$ cat src/rtl/crc_pkg.sv
// Shared CRC-8 definitions used by the frame generator and the frame checker.
//   crc8_next : one-byte CRC-8 update, MSB-first, no reflection, no final XOR
//   state_t   : checker frame state (IDLE, PAYLOAD)
//   CRC_W     : CRC register width
//   CNT_W     : payload byte counter width
package crc_pkg;

    localparam int CRC_W = 8;
    localparam int CNT_W = 16;

    typedef enum logic {
        IDLE,
        PAYLOAD
    } state_t;

    function automatic logic [CRC_W-1:0] crc8_next(
        input logic [CRC_W-1:0] crc,
        input logic [7:0]       data,
        input logic [CRC_W-1:0] poly
    );
        logic [CRC_W-1:0] c;
        c = crc ^ data;
        for (int unsigned i = 0; i < 8; i++) begin
            c = c[CRC_W-1] ? ((c << 1) ^ poly) : (c << 1);
        end
        return c;
    endfunction

endpackage

$ cat src/rtl/crc8_byte_update.sv
// Combinational CRC-8 byte update, one byte per cycle.
//   crc_in  : current CRC register value
//   data    : byte to fold in
//   crc_out : CRC register value after folding in data
module crc8_byte_update
    import crc_pkg::*;
#(
    parameter logic [CRC_W-1:0] POLY = 8'h07
) (
    input  logic [CRC_W-1:0] crc_in,
    input  logic [7:0]       data,
    output logic [CRC_W-1:0] crc_out
);

    assign crc_out = crc8_next(crc_in, data, POLY);

endmodule

$ cat config.mk
export PLATFORM = sky130hd
export DESIGN_NAME = crc8_byte_update
export DESIGN_NICKNAME = d
export VERILOG_FILES = /design/src/rtl/crc_pkg.sv /design/src/rtl/crc8_byte_update.sv
export SDC_FILE = /design/constraint.sdc
export NUM_CORES = 1
export LEC_CHECK = 0
export CORE_AREA = 5 5 42 44
export DETAILED_ROUTE_END_ITERATION = 10
export DIE_AREA = 0 0 47 49
export GPL_TIMING_DRIVEN = 0
export SLEW_MARGIN = 40
export SYNTH_ARGS = -nofsm -noshare
export SYNTH_HDL_FRONTEND = slang
export SYNTH_SLANG_ARGS = --single-unit
$ cat constraint.sdc
create_clock -name vclk -period 4.43
set_input_delay 0.886 -clock vclk [all_inputs]
set_output_delay 0.886 -clock vclk [all_outputs]
set_load 0.01 [all_outputs]
==> run metrics <==
ANT cells 0; TritonRoute pass-1 iters 1; via/cell ratio 3.53; synthesized instance count 20; Worst Path Arrival 2.87 ns; warnings from Yosys 0; routability cong. 0.545; register area 0 sq um; FP Rows 14; Power Dens Cells 294 nW/um^2; number of fill cells 160; Post-Route Setup TNS 0 ns; first-pass GRT wire length 821 um; Syn Nets 36; slew margin rel. 0.786; wire per inst 9.53 um; total grt overflow 0; Crit Path Max Fanout 4; dpl hpwl 523 um; initial antenna violation count 0; endpoint class of the critical path primary output; period utilisation layout 0.847; gr usage total 0.0437; crit path launch crc_in[7]; share of cells above drive strength 1 0.0682; Post-Layout Cell Count 60; Seq/Total Area, Yosys 0; pin count of the biggest net entering global routing 5; Synth top area share 0.494; seq_cells 0; CP Data Required Time 3.54 ns; chip width 47 um; number of global-route vias before repair 204; DRC 0; Initial Util 0.152; Core ar. 1400 sq um; Synth cell types 4; Multi-input gate area 213 sq um; post-CTS resize count 0; final setup fails 0; leak pwr 0.177 nW; I/O Buffers 24; vias 212; dpl cells 60; Tmin final 3.75 ns; outcome completed; cell area after synthesis 213 sq um; end of the critical path crc_out[2]; clock buffers 0; Worst-Margin Slew 0.318 ns; hold-fix buffers at CTS 0; Die ar. 2300 sq um; CP Launch Type primary input; Syn-to-layout area delta 122%; Fin. Hold Viols 0; final WL 572 um; max_cap viols 0; min-delay worst type primary input to primary output; post-route ant nets 0; CP Class primary input to primary output; fin. max-slew vios 0; synth top area cells xnor2_1 49%, xnor3_2 22%, xor2_1 21%; Mapped Avg Cell Area 10.6 sq um; Yosys top cell by area xnor2_1; FMAX 266 MHz; worst vdd ir 112 uV; Post-CTS Setup Bufs 0; # IOs 24; Die Y 49 um; Net count, final 62; unrepaired setup endpoints after global routing false; initial drt markers 0
## kinds of logic after synthesis
logic type,Yosys count,synth area share
XOR/XNOR,20,1.00
## metal layers
layer,up-vias,GRT usage,part of all wire
met1,90,0.0462,0.33
met3,0,0.00369,0.13
met2,11,0.0905,0.54
met4,0,0,0
li1,111,-,-
met5,-,0,0
## synth_stat cells
cell / number
xor2_1: 5
xnor2_1: 12
xor2_2: 1
xnor3_2: 2
## final cells by class
| class | instances | share of cell area |
|---|---|---|
| multi-input combinational | 20 | 0.450 |
| tap | 16 | 0.0423 |
| timing repair buffer | 24 | 0.508 |
## worst min path at each step
stage                          from    endpoint  slack, ns  cells after the start
after floorplan           crc_in[2]  crc_out[4]       2.00                      2
after global placement    crc_in[2]  crc_out[4]       2.95                      4
after detailed placement  crc_in[2]  crc_out[4]       2.95                      4
after CTS                 crc_in[2]  crc_out[4]       2.95                      4
after global routing      crc_in[2]  crc_out[4]       2.98                      4
final                     crc_in[2]  crc_out[4]       2.94                      4
## critical path, cell delays in order
cell	delay, ns
clkdlybuf4s50_1	0.50
xor2_2	0.27
xnor3_2	0.50
xnor2_1	0.16
clkdlybuf4s50_1	0.56
## power breakdown
part / internal, mW / total, mW / switching, mW
logic: 0.0887 / 0.139 / 0.0506
registers: 0 / 0 / 0
clock network: 0 / 0 / 0
## per-stage QoR
step	util	cell area [sq um]	hold WS, ns	worst slack, ns	total power [mW]
floorplan	-	213	2.00	1.69	0.0657
global placement	0.338	473	2.95	0.674	0.141
detailed placement	0.338	473	2.95	0.677	0.141
CTS	0.338	473	2.95	0.652	0.142
global route	0.338	473	2.98	0.531	0.150
finish	0.338	473	2.94	0.676	0.139
## cell usage in the layout, fill, tap and decap left out, drive strengths merged
cell / count
clkdlybuf4s50: 24
xnor2: 12
xnor3: 2
xor2: 6
No activity file was read; power rests on OpenSTA's default activity.
